**src/rtl/etroc_link_pkg.sv**
```systemverilog
// Shared types and default patterns for the serial link transmit/receive blocks.
package etroc_link_pkg;

  typedef enum logic [1:0] {
    ST_LOAD  = 2'd0,
    ST_TRAIN = 2'd1,
    ST_DATA  = 2'd2,
    ST_IDLE  = 2'd3
  } link_state_e;

  localparam int DEF_WORD_WIDTH = 40;

  localparam logic [DEF_WORD_WIDTH-1:0] DEF_TRAIN_PATTERN = {20{2'b10}};
  localparam logic [DEF_WORD_WIDTH-1:0] DEF_IDLE_PATTERN  = 40'h3C3C3C3C3C;

  function automatic int bitcnt_w(input int word_width);
    return $clog2(word_width);
  endfunction

  localparam int BITCNT_W = bitcnt_w(DEF_WORD_WIDTH);

endpackage

```
**src/rtl/bit_launcher_if.sv**
```systemverilog
// Parallel word handshake between the word source and the serializer.
// A word transfers on a rising clk edge where word_valid && word_ready are both 1.
// The source holds word_in and word_valid stable until that edge; word_ready
// only rises on word boundaries and never depends on word_valid.
interface bit_launcher_if #(
  parameter int WIDTH = 40
);
  logic [WIDTH-1:0] word_in;
  logic             word_valid;
  logic             word_ready;

  modport master (output word_in, output word_valid, input word_ready);
  modport slave  (input word_in, input word_valid, output word_ready);
endinterface

```
**src/rtl/majorityVoter.sv**
```systemverilog
// Bitwise 2-of-3 voter with a flag raised whenever the three copies disagree.
module majorityVoter #(
  parameter int WIDTH = 1
) (
  input  logic [WIDTH-1:0] a_i,
  input  logic [WIDTH-1:0] b_i,
  input  logic [WIDTH-1:0] c_i,
  output logic [WIDTH-1:0] voted_o,
  output logic             mismatch_o
);
  assign voted_o    = (a_i & b_i) | (a_i & c_i) | (b_i & c_i);
  assign mismatch_o = (a_i != b_i) || (a_i != c_i);
endmodule

```
**src/rtl/bit_launcher.sv**
```systemverilog
// Link transmit serializer: trains, idles or sends parallel words MSB first,
// with a self-correcting TMR bit counter and selectable launch edge.
module bit_launcher
  import etroc_link_pkg::*;
#(
  parameter int                    WORD_WIDTH    = DEF_WORD_WIDTH,
  parameter logic [WORD_WIDTH-1:0] TRAIN_PATTERN = DEF_TRAIN_PATTERN,
  parameter logic [WORD_WIDTH-1:0] IDLE_PATTERN  = DEF_IDLE_PATTERN
) (
  input  logic                 clk,
  input  logic                 rst,
  input  logic                 falling_edge_launch_asyn,
  input  logic                 invert_pol,
  input  logic                 train_req,
  input  logic [7:0]           train_words,
  bit_launcher_if.slave        link,
  output logic                 dout,
  output logic                 frame_start,
  output logic                 training,
  output logic                 tmr_err,
  output link_state_e          state_o
);
  localparam int               CNT_W   = bitcnt_w(WORD_WIDTH);
  localparam logic [CNT_W-1:0] CNT_TOP = CNT_W'(WORD_WIDTH - 1);
  localparam logic [CNT_W-1:0] CNT_ONE = CNT_W'(1);

  link_state_e           state_q, state_d;
  logic [WORD_WIDTH-1:0] shreg_q, shreg_d;
  logic [CNT_W-1:0]      cnt_a_q, cnt_b_q, cnt_c_q, cnt_voted, cnt_d;
  logic                  cnt_mismatch;
  logic                  train_pend_q, train_pend_d;
  logic [7:0]            train_cnt_q, train_cnt_d;
  logic                  frame_start_q, training_q, tmr_err_q;
  logic [1:0]            sync_q;
  logic                  fall_sel_q;
  logic                  neg_q;
  logic                  rise_bit;
  logic                  boundary, train_start, train_more;

  majorityVoter #(.WIDTH(CNT_W)) u_cnt_voter (
    .a_i        (cnt_a_q),
    .b_i        (cnt_b_q),
    .c_i        (cnt_c_q),
    .voted_o    (cnt_voted),
    .mismatch_o (cnt_mismatch)
  );

  assign boundary    = (cnt_voted == '0);
  assign train_start = train_pend_q && (train_words != 8'd0);
  assign train_more  = (state_q == ST_TRAIN) && (train_cnt_q != 8'd0);

  // Ready is a pure function of registered state, so a held word_valid can never be lost.
  assign link.word_ready = boundary && !train_start && !train_more && !rst;

  always_comb begin
    state_d      = state_q;
    shreg_d      = {shreg_q[WORD_WIDTH-2:0], 1'b0};
    train_cnt_d  = train_cnt_q;
    train_pend_d = train_pend_q | train_req;
    cnt_d        = cnt_voted - CNT_ONE;
    if (boundary) begin
      cnt_d        = CNT_TOP;
      train_pend_d = train_req;
      if (train_start) begin
        state_d     = ST_TRAIN;
        shreg_d     = TRAIN_PATTERN;
        train_cnt_d = train_words - 8'd1;
      end else if (train_more) begin
        state_d     = ST_TRAIN;
        shreg_d     = TRAIN_PATTERN;
        train_cnt_d = train_cnt_q - 8'd1;
      end else if (link.word_valid) begin
        state_d = ST_DATA;
        shreg_d = link.word_in;
      end else begin
        state_d = ST_IDLE;
        shreg_d = IDLE_PATTERN;
      end
    end
  end

  always_ff @(posedge clk) begin
    if (rst) begin
      state_q       <= ST_LOAD;
      shreg_q       <= '0;
      cnt_a_q       <= '0;
      cnt_b_q       <= '0;
      cnt_c_q       <= '0;
      train_pend_q  <= 1'b1;
      train_cnt_q   <= 8'd0;
      frame_start_q <= 1'b0;
      training_q    <= 1'b0;
      tmr_err_q     <= 1'b0;
      sync_q        <= 2'b00;
      fall_sel_q    <= 1'b0;
    end else begin
      state_q       <= state_d;
      shreg_q       <= shreg_d;
      cnt_a_q       <= cnt_d;
      cnt_b_q       <= cnt_d;
      cnt_c_q       <= cnt_d;
      train_pend_q  <= train_pend_d;
      train_cnt_q   <= train_cnt_d;
      frame_start_q <= boundary;
      training_q    <= (state_d == ST_TRAIN);
      tmr_err_q     <= tmr_err_q | cnt_mismatch;
      sync_q        <= {sync_q[0], falling_edge_launch_asyn};
      // Edge switch only between words so the bit stream stays gap-free.
      if (boundary) fall_sel_q <= sync_q[1];
    end
  end

  // The shift register MSB is the rising-launch flop; the negedge flop retimes it by half a clk.
  assign rise_bit = shreg_q[WORD_WIDTH-1] ^ invert_pol;

  always_ff @(negedge clk) begin
    neg_q <= rise_bit;
  end

  assign dout        = fall_sel_q ? neg_q : rise_bit;
  assign frame_start = frame_start_q;
  assign training    = training_q;
  assign tmr_err     = tmr_err_q;
  assign state_o     = state_q;

endmodule

```
**src/flat_wrapper.sv**
```systemverilog
// flat-port wrapper written by rule: the top's interface ports become plain ports
module bit_launcher_flat import etroc_link_pkg::*;
#(
  parameter int                    WORD_WIDTH    = DEF_WORD_WIDTH,
  parameter logic [WORD_WIDTH-1:0] TRAIN_PATTERN = DEF_TRAIN_PATTERN,
  parameter logic [WORD_WIDTH-1:0] IDLE_PATTERN  = DEF_IDLE_PATTERN
)
  (clk, rst, falling_edge_launch_asyn, invert_pol, train_req, train_words, dout, frame_start, training, tmr_err, state_o, link_word_in, link_word_valid, link_word_ready);
  bit_launcher_if #(.WIDTH((40))) link_i ();
  input  logic clk;
  input  logic rst;
  input  logic falling_edge_launch_asyn;
  input  logic invert_pol;
  input  logic train_req;
  input  logic [7:0] train_words;
  output logic dout;
  output logic frame_start;
  output logic training;
  output logic tmr_err;
  output link_state_e state_o;
  input wire logic [$bits(link_i.word_in)-1:0] link_word_in;
  input wire logic [$bits(link_i.word_valid)-1:0] link_word_valid;
  output wire logic [$bits(link_i.word_ready)-1:0] link_word_ready;
  assign link_i.word_in = link_word_in;
  assign link_i.word_valid = link_word_valid;
  assign link_word_ready = link_i.word_ready;
  bit_launcher #(.WORD_WIDTH(WORD_WIDTH), .TRAIN_PATTERN(TRAIN_PATTERN), .IDLE_PATTERN(IDLE_PATTERN)) u_core (.clk(clk), .rst(rst), .falling_edge_launch_asyn(falling_edge_launch_asyn), .invert_pol(invert_pol), .train_req(train_req), .train_words(train_words), .link(link_i), .dout(dout), .frame_start(frame_start), .training(training), .tmr_err(tmr_err), .state_o(state_o));
endmodule
```
**config.mk**
```make
export PLATFORM = sky130hd
export DESIGN_NAME = bit_launcher_flat
export DESIGN_NICKNAME = d
export VERILOG_FILES = /design/src/rtl/etroc_link_pkg.sv /design/src/rtl/bit_launcher_if.sv /design/src/rtl/majorityVoter.sv /design/src/rtl/bit_launcher.sv /design/src/flat_wrapper.sv
export SDC_FILE = /design/constraint.sdc
export NUM_CORES = 1
export LEC_CHECK = 0
export ABC_CLOCK_PERIOD_IN_PS = 2250
export CORE_MARGIN = 2
export CORE_UTILIZATION = 44
export CTS_CLUSTER_DIAMETER = 150
export CTS_CLUSTER_SIZE = 25
export DETAILED_ROUTE_END_ITERATION = 12
export PLACE_DENSITY = 0.75
export SLEW_MARGIN = 25
export SYNTH_ARGS = -nofsm -noshare
export SYNTH_HDL_FRONTEND = slang
export SYNTH_SLANG_ARGS = --single-unit
```
**constraint.sdc**
```tcl
create_clock -name clk -period 2.25 [get_ports clk]
set_input_delay 0.225 -clock clk [delete_from_list [all_inputs] [get_ports clk]]
set_output_delay 0.225 -clock clk [all_outputs]
set_load 0.01 [all_outputs]
```
==> results.sh, run 1 <==
export IMPL_status="complete, but fails checks"
export IMPL_violations="setup timing"
export IMPL_clk_pin_slew_worst_paths_ns=0.06
export IMPL_htree_levels=3
export IMPL_slew_headroom=0.5905
export IMPL_clock_root_buffer="clkbuf_8"
export IMPL_core_mm2=0.005816
export IMPL_grt_max_degree=27
export IMPL_die_y_um=81.02
export IMPL_drc_errors=0
export IMPL_path_class="register to output port"
export IMPL_synth_top_area_cell="dfxtp_1"
export IMPL_wirelength_met1_um=2998
export IMPL_setup_viol=1
export IMPL_cts_sinks=63
export IMPL_dp_hpwl_um=4866
export IMPL_synth_edf_count=0
export IMPL_die_x_um=81.02
export IMPL_avgSynthCellArea_um2=8.878
export IMPL_final_area_mm2=0.003750
export IMPL_synthCells=294
export IMPL_synth_warnings=0
export IMPL_yosysMostFrequentCell="dfxtp_1"
export IMPL_syn_area_mm2=0.002610
export IMPL_synthTopCellsByCount="63 x dfxtp_1, 39 x nand2_1, 27 x nor2_1"
export IMPL_start_util=0.4488
export IMPL_post_cts_buffers=0
export IMPL_ir_drop_v=0.0005679
export IMPL_endpoint_kind="output port"
export IMPL_fill_cells=518
export IMPL_nNetsFinal=441
export IMPL_place_area_mm2=0.003497
export IMPL_ys_ff_latch=63
export IMPL_met3_length_um=317
export IMPL_grt_ovfl_total=0
export IMPL_multi_input_area_mm2=0.001295
export IMPL_rsz0062_at_grt="yes"
export IMPL_synth_async_reset_ratio=0
export IMPL_synth_flop_cell="dfxtp_1"
export IMPL_crit_fanout=1
export IMPL_startpoint_type="register"
export IMPL_areaGrowthSynthToFinish_pct=43.67
export IMPL_antenna_found_initial=0
export IMPL_powerDensity_mw_per_mm2=1075
export IMPL_p_leak_uw=0.001558
export IMPL_wirelength_um=6664
export IMPL_first_pass_iters=4
export IMPL_place_congestion=0.9185
export IMPL_drt_iter0_drc=202
export IMPL_hold_violations=0
export IMPL_dieArea_mm2=0.006564
export IMPL_worstPathArrival_ns=2.16
export IMPL_ys_seq_area_frac=0.4832
export IMPL_regArea_mm2=0.001261
export IMPL_grt_pass1_wl_um=10760
export IMPL_numCtsBuffers=9
export IMPL_drive_gt1_frac=0.1928
export IMPL_grt_usage=0.2193
export IMPL_fin_ws_ns=-0.1333
export IMPL_yosysTopAreaCellShare=0.4832
export IMPL_vias_per_cell=5.351
export IMPL_skew_ns=0.03636
export IMPL_finalCoreUtilization=0.6448
export IMPL_dr_wl_met2_um=3244
export IMPL_synth_area_leaders="dfxtp_1 48%, nand2_1 5.6%, o21ai_0 4.8%"
export IMPL_synth_cell_types=49
export IMPL_io_pins=61
export IMPL_port_buffers=59
export IMPL_crit_required_ns=2.03
export IMPL_worst_pin_slew_ns=0.6128
export IMPL_dr_total_vias=2483
export IMPL_cap_violations=0
export IMPL_antenna_left=0
export IMPL_cts_tree="yes"
export IMPL_clkLatencyLatePin_ns=0.37
export IMPL_wl_per_cell_um=14.36
export IMPL_hold_path_class="input port to register"
export IMPL_antenna_cells=0
export IMPL_grt_pass1_vias=2358
export IMPL_synth_nets=351
export IMPL_slew_violations=0
export IMPL_highest_layer="met4"
export IMPL_placementRows=28
export IMPL_cts_buffer_depth=2
==> metrics by stage <==
stage               power (uW)  setup WS [ns]  setup TNS [ns]  hold WS [ns]  instances
floorplan                 2437       0.007558               0        0.3236        294
global placement          2998        -0.3853          -5.033        0.4221        448
detailed placement        3031        -0.4360          -5.272        0.4261        448
CTS                       4027        -0.1522         -0.1522        0.4243        464
global route              4324        -0.1770         -0.2060        0.3728        464
finish                    4030        -0.1333         -0.1333        0.3709        464
==> layout make-up <==
cell class | instances | share of cell area
clock inverters | 7 | 0.01702
well taps | 75 | 0.02503
clock buffers | 10 | 0.03670
repair buffers | 95 | 0.2326
multi-input cells | 207 | 0.3453
flip-flops and latches | 63 | 0.3363
inverters | 7 | 0.007007
==> path summary, 6_finish.rpt <==
check	start	to	slack, ns	cells past startpoint
worst max-delay path	u_core.neg_q$_DFF_N_	dout	-0.13	2
worst min-delay path	train_words[5]	u_core.train_cnt_q[5]$_SDFFE_PP0P_	0.37	4
worst max register to register	u_core.train_pend_q$_SDFF_PP1_	u_core.train_cnt_q[6]$_SDFFE_PP0P_	0.19	7
worst min register to register	u_core.shreg_q[3]$_SDFF_PP0_	u_core.shreg_q[4]$_SDFF_PP0_	0.44	2
==> cells in the final DEF (no fill, tap or decap), types with 3 or more instances in the layout <==
cell type / n
dfxtp_1: 63
clkdlybuf4s50_1: 51
nand2_1: 37
buf_4: 36
nor2_1: 26
o21ai_0: 25
a21oi_1: 22
a22o_1: 10
clkbuf_8: 10
nor3_1: 9
inv_1: 8
a221o_1: 8
dlymetal6s2s_1: 6
nor4_1: 5
and2_1: 4
a31oi_1: 4
nor2b_1: 3
nor2_4: 3
xor2_1: 3
xnor2_1: 3
o21ai_2: 3
o21ai_1: 3
==> logic make-up after synthesis <==
logic type	synth area share
AO/OA/AOI/OAI	0.2459
AND/OR/NAND/NOR	0.1884
flip-flops	0.4832
multiplexers	0.008149
adder cells (fa/ha/maj)	0.01438
buffers and inverters	0.03835
other	0.001437
XOR/XNOR	0.02014
==> critical path: stages (launching register included) <==
cell,delay (ns)
dfxtp_1,0.29
mux2_4,0.25
buf_6,0.12
==> sequential cells by signal, indices dropped and copies added, names as in the netlist <==
| signal | cells |
|---|---|
| u_core.shreg_q | 40 |
| u_core.sync_q | 2 |
| u_core.state_o | 2 |
| u_core.train_pend_q | 1 |
| u_core.neg_q | 1 |
| u_core.frame_start | 1 |
| u_core.cnt_a_q | 6 |
| u_core.fall_sel_q | 1 |
| u_core.train_cnt_q | 8 |
| u_core.training | 1 |
==> routing by layer <==
metal / vias to the layer above / track usage
met2: 72 / 0.3339
li1: 1236 / -
met4: 0 / 0.09492
met5: - / 0
met1: 1164 / 0.2908
met3: 11 / 0.06222
==> power by group <==
group          leakage, uW  switching [uW]  internal [uW]
Combinational     0.000937             727            698
Clock             0.000105             435            538
Sequential        0.000516             172           1460
==> what timing repair did <==
action	in CTS	in global routing
pin swaps	1	6
hold buffers	0	0
gates resized for setup	13	11
endpoints found under the setup margin	4	4
hold endpoints to repair	0	0
Note: power is estimated with default switching activity, not from simulation.
==> run 2, diff against run 1 <==
--- a/config.mk
+++ b/config.mk
@@ -7,12 +7,12 @@
 export LEC_CHECK = 0
 export ABC_CLOCK_PERIOD_IN_PS = 2250
 export CORE_MARGIN = 2
-export CORE_UTILIZATION = 44
-export CTS_CLUSTER_DIAMETER = 150
+export CORE_UTILIZATION = 46
 export CTS_CLUSTER_SIZE = 25
 export DETAILED_ROUTE_END_ITERATION = 12
-export PLACE_DENSITY = 0.75
+export PLACE_DENSITY = 0.76
 export SLEW_MARGIN = 25
 export SYNTH_ARGS = -nofsm -noshare
 export SYNTH_HDL_FRONTEND = slang
+export SYNTH_HIERARCHICAL = 1
 export SYNTH_SLANG_ARGS = --single-unit
==> run 2 against run 1 <==
  * The flow still finishes with violations (setup timing)
  * Sequential power is 7% higher
  * Highest routed layer unchanged
  * Sequential share of layout area decreased by 3.0 points
  * Critical path depth did not move
  * Worst hold slack better by 0.066 ns
  * Largest cell class unchanged
  * Critical path type unchanged
  * Via count increased by 11%
  * Synthesized cell count is 4.8% higher
  * Die area grew 8.6%
  * Sequential cell count increased by 1
  * Clock power up 9%
  * Global-route usage increased by 0.057 points
  * Clock skew fell by 0.0011 ns
==> results.sh, run 2 <==
export IMPL_vias_per_cell=5.634
export IMPL_place_congestion=0.8642
export IMPL_crit_fanout=1
export IMPL_synth_top_area_cell="dfxtp_1"
export IMPL_clkLatencyLatePin_ns=0.36
export IMPL_largest_reg_flops=40
export IMPL_violations="setup timing"
export IMPL_p_leak_uw=0.001733
export IMPL_io_pins=61
export IMPL_r2r_cells=8
export IMPL_drive_gt1_frac=0.2268
export IMPL_grt_pass1_wl_um=12480
export IMPL_antenna_cells=0
export IMPL_htree_levels=3
export IMPL_grt_usage=0.2199
export IMPL_nNetsFinal=475
export IMPL_hold_path_startpoint="u_core/sync_q[1]$_SDFF_PP0_"
export IMPL_synth_cell_types=55
export IMPL_grt_ovfl_total=0
export IMPL_areaGrowthSynthToFinish_pct=41.93
export IMPL_wl_per_cell_um=15.94
export IMPL_regArea_mm2=0.001292
export IMPL_met3_length_um=391
export IMPL_setup_viol=1
export IMPL_wirelength_um=7765
export IMPL_cts_sinks=64
export IMPL_reg2reg_to="u_core/train_cnt_q[4]$_SDFFE_PP0P_"
export IMPL_cts_buffer_depth=2
export IMPL_clk_pin_slew_worst_paths_ns=0.06
export IMPL_hold_violations=0
export IMPL_die_y_um=84.43
export IMPL_rsz0062_at_grt="yes"
export IMPL_final_cell_mix="59 x dfxtp_1, 58 x clkdlybuf4s50_1, 45 x buf_4"
export IMPL_dr_total_vias=2744
export IMPL_cap_violations=0
export IMPL_synthTopCellsByCount="64 x dfxtp_1, 27 x nor2_1, 22 x a22o_1"
export IMPL_dieArea_mm2=0.007128
export IMPL_yosysMostFrequentCell="dfxtp_1"
export IMPL_drt_iter0_drc=147
export IMPL_synthCells=308
export IMPL_layout_commonest_cell="dfxtp_1"
export IMPL_endpoint_kind="output port"
export IMPL_r2r_start="u_core/cnt_c_q[4]$_SDFF_PP0_"
export IMPL_dr_wl_met2_um=3899
export IMPL_path_class="register to output port"
export IMPL_worst_pin_slew_ns=0.7030
export IMPL_hold_path_class="register to register"
export IMPL_clock_root_buffer="clkbuf_8"
export IMPL_grt_pass1_vias=2663
export IMPL_die_x_um=84.43
export IMPL_reg2reg_slack_ns=0.03
export IMPL_core_mm2=0.006314
export IMPL_crit_required_ns=2.03
export IMPL_synth_edf_count=0
export IMPL_dp_hpwl_um=5473
export IMPL_startpoint_type="register"
export IMPL_numCtsBuffers=9
export IMPL_ys_ff_latch=64
export IMPL_largestRegisters="u_core/shreg_q x40, u_core/train_cnt_q x8, u_core/cnt_c_q x6"
export IMPL_yosysTopAreaCellShare=0.4306
export IMPL_start_util=0.4713
export IMPL_slew_headroom=0.5302
export IMPL_whs_endpoint="u_core/fall_sel_q$_SDFFE_PP0P_"
export IMPL_fin_ws_ns=-0.1328
export IMPL_antenna_found_initial=0
export IMPL_synth_warnings=6
export IMPL_finalSetupTns_ns=-0.1328
export IMPL_largest_register="u_core/shreg_q"
export IMPL_multi_input_area_mm2=0.001627
export IMPL_worstPathArrival_ns=2.16
export IMPL_synth_async_reset_ratio=0
export IMPL_grt_max_degree=31
export IMPL_highest_layer="met4"
export IMPL_hold_path_depth=2
export IMPL_slew_violations=0
export IMPL_first_pass_iters=4
export IMPL_port_buffers=60
export IMPL_hold_worst_slack_ns=0.4364
export IMPL_status="complete, but fails checks"
export IMPL_ir_drop_v=0.0007994
export IMPL_placementRows=29
export IMPL_powerDensity_mw_per_mm2=1409
export IMPL_wirelength_met1_um=3413
export IMPL_cts_tree="yes"
export IMPL_avgSynthCellArea_um2=9.660
export IMPL_syn_area_mm2=0.002975
export IMPL_synth_area_leaders="dfxtp_1 43%, a22o_1 6.5%, ha_1 6.3%"
export IMPL_synth_nets=377
export IMPL_ys_seq_area_frac=0.4306
export IMPL_fill_cells=505
export IMPL_synth_flop_cell="dfxtp_1"
export IMPL_skew_ns=0.03523
export IMPL_antenna_left=0
export IMPL_drc_errors=0
[run 2: changes by cell type in the layout (fill, tap and decap cells not counted), moves of 7 or more]
cell	previous run	this run
a211oi_1	1	11
a22o_1	10	22
buf_4	36	45
clkdlybuf4s50_1	51	58
ha_1	2	12
nand2_1	37	15
nand2b_1	0	11
o21ai_0	25	3
[run 2: worst max-delay path: stages (launching register included)]
cell	delay (ns)
dfxtp_1	0.29
mux2_4	0.26
buf_6	0.12
[run 2: cells by family after synthesis]
logic type	share of synthesized area
AO/OA/AOI/OAI	0.2574
XOR/XNOR	0.01472
adder cells (fa/ha/maj)	0.06308
buffers and inverters	0.04079
flip-flops	0.4306
multiplexers	0.02145
AND/OR/NAND/NOR	0.1720
[run 2: power by group]
part	internal, uW	switching [uW]
clock	615	444
sequential	1510	230
combinational	1560	1590
total	3690	2260
[run 2: final cells by class]
class	instances	share of cell area
Timing Repair Buffer	108	0.2329
Inverter	3	0.002667
Tap cell	77	0.02281
Clock buffer	9	0.02933
Multi-Input combinational cell	219	0.3852
Clock inverter	7	0.02104
Sequential cell	64	0.3061
[run 2: worst max path at each step]
stage,from,end,slack [ns],cells past startpoint
2_1_floorplan,u_core/cnt_c_q[2]$_SDFF_PP0_,u_core/train_cnt_q[4]$_SDFFE_PP0P_,0.06,7
3_3_place_gp,train_words[1],u_core/train_cnt_q[6]$_SDFFE_PP0P_,-0.14,9
3_5_place_dp,train_words[1],u_core/train_cnt_q[6]$_SDFFE_PP0P_,-0.17,9
4_1_cts,u_core/neg_q$_DFF_N_,dout,-0.15,2
5_1_grt,u_core/neg_q$_DFF_N_,dout,-0.17,2
6_report,u_core/neg_q$_DFF_N_,dout,-0.13,2
[run 2: through the flow]
step	setup WS [ns]	cells	power [uW]	utilization	instance area (um^2)
after floorplan	0.05945	308	3454	-	2975
after global placement	-0.1357	464	4440	0.6157	3887
after detailed placement	-0.1684	464	4540	0.6165	3892
after CTS	-0.1493	486	5841	0.6627	4184
after global routing	-0.1718	487	6354	0.6688	4223
final	-0.1328	487	5950	0.6688	4223
[run 2: what timing repair did]
item | CTS | global route
endpoints found under the setup margin | 9 | 5
hold buffers | 0 | 0
gates resized for setup | 23 | 7
pin swaps | 4 | 9
buffers inserted | 8 | 1
[run 2: per-layer routing]
| metal | vias up | GRT usage |
|---|---|---|
| met2 | 65 | 0.3730 |
| met4 | 0 | 0.06349 |
| met5 | - | 0 |
| met3 | 7 | 0.04916 |
| li1 | 1359 | - |
| met1 | 1313 | 0.2821 |
==> run 3, diff against run 2 <==
--- a/config.mk
+++ b/config.mk
@@ -10,8 +10,8 @@
 export CORE_UTILIZATION = 46
 export CTS_CLUSTER_SIZE = 25
 export DETAILED_ROUTE_END_ITERATION = 12
-export PLACE_DENSITY = 0.76
-export SLEW_MARGIN = 25
+export PLACE_DENSITY = 0.88
+export SLEW_MARGIN = 20
 export SYNTH_ARGS = -nofsm -noshare
 export SYNTH_HDL_FRONTEND = slang
 export SYNTH_HIERARCHICAL = 1
==> run 3 against run 2 <==
  * The run still ends with setup timing left
  * Clock power decreased by 5%
  * Cell area is 1.4% higher
  * Sequential power is essentially flat
  * Non-clock buffer count unchanged
  * Critical path depth unchanged
  * Critical path type unchanged
==> results.sh, run 3 (synthesized netlist as in run 2, its figures left out) <==
export IMPL_status="complete, but fails checks"
export IMPL_violations="setup timing"
export IMPL_r2r_start="u_core/cnt_c_q[2]$_SDFF_PP0_"
export IMPL_hold_violations=0
export IMPL_port_buffers=60
export IMPL_final_area_mm2=0.004282
export IMPL_grt_pass1_wl_um=12750
export IMPL_path_cells="mux2_4 > buf_6"
export IMPL_vias_per_cell=5.689
export IMPL_reg2reg_to="u_core/train_cnt_q[4]$_SDFFE_PP0P_"
export IMPL_htree_levels=3
export IMPL_power_uw=5935
export IMPL_final_cell_mix="59 x dfxtp_1, 58 x clkdlybuf4s50_1, 44 x buf_4"
export IMPL_cts_tree="yes"
export IMPL_dr_total_vias=2776
export IMPL_grt_max_degree=31
export IMPL_antenna_found_initial=0
export IMPL_fill_cells=464
export IMPL_layout_commonest_cell="dfxtp_1"
export IMPL_crit_fanout=1
export IMPL_ir_drop_v=0.0008344
export IMPL_drt_iter0_drc=156
export IMPL_slew_headroom=0.5313
export IMPL_pre_cts_slack_ns=-0.1669
export IMPL_critical_path_max_stage_delay_ns=0.29
export IMPL_clk_pin_slew_worst_paths_ns=0.08
export IMPL_reg2reg_slack_ns=-0.01
export IMPL_antenna_cells=0
export IMPL_die_x_um=84.43
export IMPL_place_area_mm2=0.003895
export IMPL_grt_pass1_vias=2708
export IMPL_drive_gt1_frac=0.2433
export IMPL_hold_path_startpoint="u_core/shreg_q[15]$_SDFF_PP0_"
export IMPL_fin_ws_ns=-0.1477
export IMPL_drc_errors=0
export IMPL_place_congestion=0.8658
export IMPL_start_util=0.4713
export IMPL_endpoint_kind="output port"
export IMPL_hold_buffers=0
export IMPL_io_pins=61
export IMPL_die_y_um=84.43
export IMPL_power_net_switching_uw=2319
export IMPL_r2r_cells=8
export IMPL_p_sw_frac=0.3908
export IMPL_dp_hpwl_um=5484
export IMPL_powerDensity_mw_per_mm2=1386
export IMPL_cts_buffer_depth=2
export IMPL_core_mm2=0.006314
export IMPL_p_leak_uw=0.001737
export IMPL_grt_ovfl_total=0
export IMPL_p_clk_frac=0.171
export IMPL_first_pass_iters=4
export IMPL_setup_viol=3
export IMPL_whs_endpoint="u_core/shreg_q[16]$_SDFF_PP0_"
export IMPL_finalSetupTns_ns=-0.1783
export IMPL_numCtsBuffers=9
export IMPL_largest_register="u_core/shreg_q"
export IMPL_wirelength_um=7972
export IMPL_rsz0062_at_grt="yes"
export IMPL_largestRegisters="u_core/shreg_q x40, u_core/train_cnt_q x8, u_core/cnt_c_q x6"
export IMPL_worstPathArrival_ns=2.17
export IMPL_hold_path_class="register to register"
export IMPL_slew_violations=0
export IMPL_wl_per_cell_um=16.34
export IMPL_hold_path_depth=1
export IMPL_grt_usage=0.2238
export IMPL_power_share_sequential=0.297
export IMPL_nNetsFinal=475
export IMPL_cp_slowest_cell="dfxtp_1"
export IMPL_crit_required_ns=2.03
export IMPL_clock_root_buffer="clkbuf_8"
export IMPL_largest_reg_flops=40
export IMPL_antenna_left=0
export IMPL_skew_ns=0.03778
export IMPL_power_frac_comb=0.532
export IMPL_placementRows=29
export IMPL_cap_violations=0
export IMPL_p_int_uw=3616
export IMPL_startpoint_type="register"
export IMPL_areaGrowthSynthToFinish_pct=43.90
export IMPL_dieArea_mm2=0.007128
export IMPL_worst_pin_slew_ns=0.7014
export IMPL_clkLatencyLatePin_ns=0.38
export IMPL_cts_sinks=64
export IMPL_path_class="register to output port"
run 3: cell types whose count changed in the layout (fill, tap and decap cells not counted), moves of 2 or more:
cell / previous run / this run
ha_1: 12 / 8
clkinv_4: 0 / 3
dfxtp_2: 3 / 1
dfxtp_4: 2 / 4
ha_2: 1 / 3
ha_4: 2 / 4
o21ai_1: 3 / 1
run 3: critical path, delay by kind of cell, from the launching register on:
kind / cells / cell delay (ns)
buffers and inverters: 1 / 0.12
multiplexers: 1 / 0.26
flip-flops: 1 / 0.29
run 3: power groups by stage:
stage | logic, uW | clock network, uW | registers (uW)
2_1_floorplan | 1760 | 5.56 | 1690
3_3_place_gp | 2660 | 5.56 | 1720
3_5_place_dp | 2740 | 5.56 | 1740
4_1_cts | 2980 | 1020 | 1740
5_1_grt | 3450 | 1080 | 1800
6_report | 3160 | 1010 | 1760
run 3: how the worst max path moves through the flow:
stage | start | endpoint | slack (ns) | depth (start not counted)
6_report | u_core/neg_q$_DFF_N_ | dout | -0.15 | 2
5_1_grt | u_core/neg_q$_DFF_N_ | dout | -0.17 | 2
4_1_cts | u_core/neg_q$_DFF_N_ | dout | -0.16 | 2
3_5_place_dp | train_words[1] | u_core/train_cnt_q[4]$_SDFFE_PP0P_ | -0.17 | 10
3_3_place_gp | train_words[1] | link_word_ready | -0.15 | 5
2_1_floorplan | u_core/cnt_c_q[2]$_SDFF_PP0_ | u_core/train_cnt_q[4]$_SDFFE_PP0P_ | 0.06 | 7
run 3: per-layer routing:
metal  routed length (um)  GRT usage
met5                    0          0
met4                  105    0.08802
met3                  352    0.05408
met2                 4178     0.3968
met1                 3336     0.2600
run 3: metrics by stage:
stage                       util  std cells  hold slack, ns
after global placement    0.6169        465          0.4243
after detailed placement  0.6169        465          0.4337
after global routing      0.6782        488          0.4547
after floorplan                -        308          0.3224
final                     0.6782        488          0.4439
after CTS                 0.6681        487          0.4454
run 3: repair_timing:
action / 4_1_cts / 5_1_grt
buffers inserted: 6 / 1
setup endpoints to repair: 39 / 39
cloned: 0 / 0
resized for setup: 30 / 13
pin swaps: 7 / 10
run 3: cell type report:
cell class              count  area, um^2  share of cell area
clock buffers              10       137.6             0.03214
clock inverters             7       72.57             0.01695
inverters                   3       11.26            0.002630
multi-input cells         219        1685              0.3936
flip-flops and latches     64        1297              0.3030
well taps                  77       96.34             0.02250
repair buffers            108       980.9              0.2291
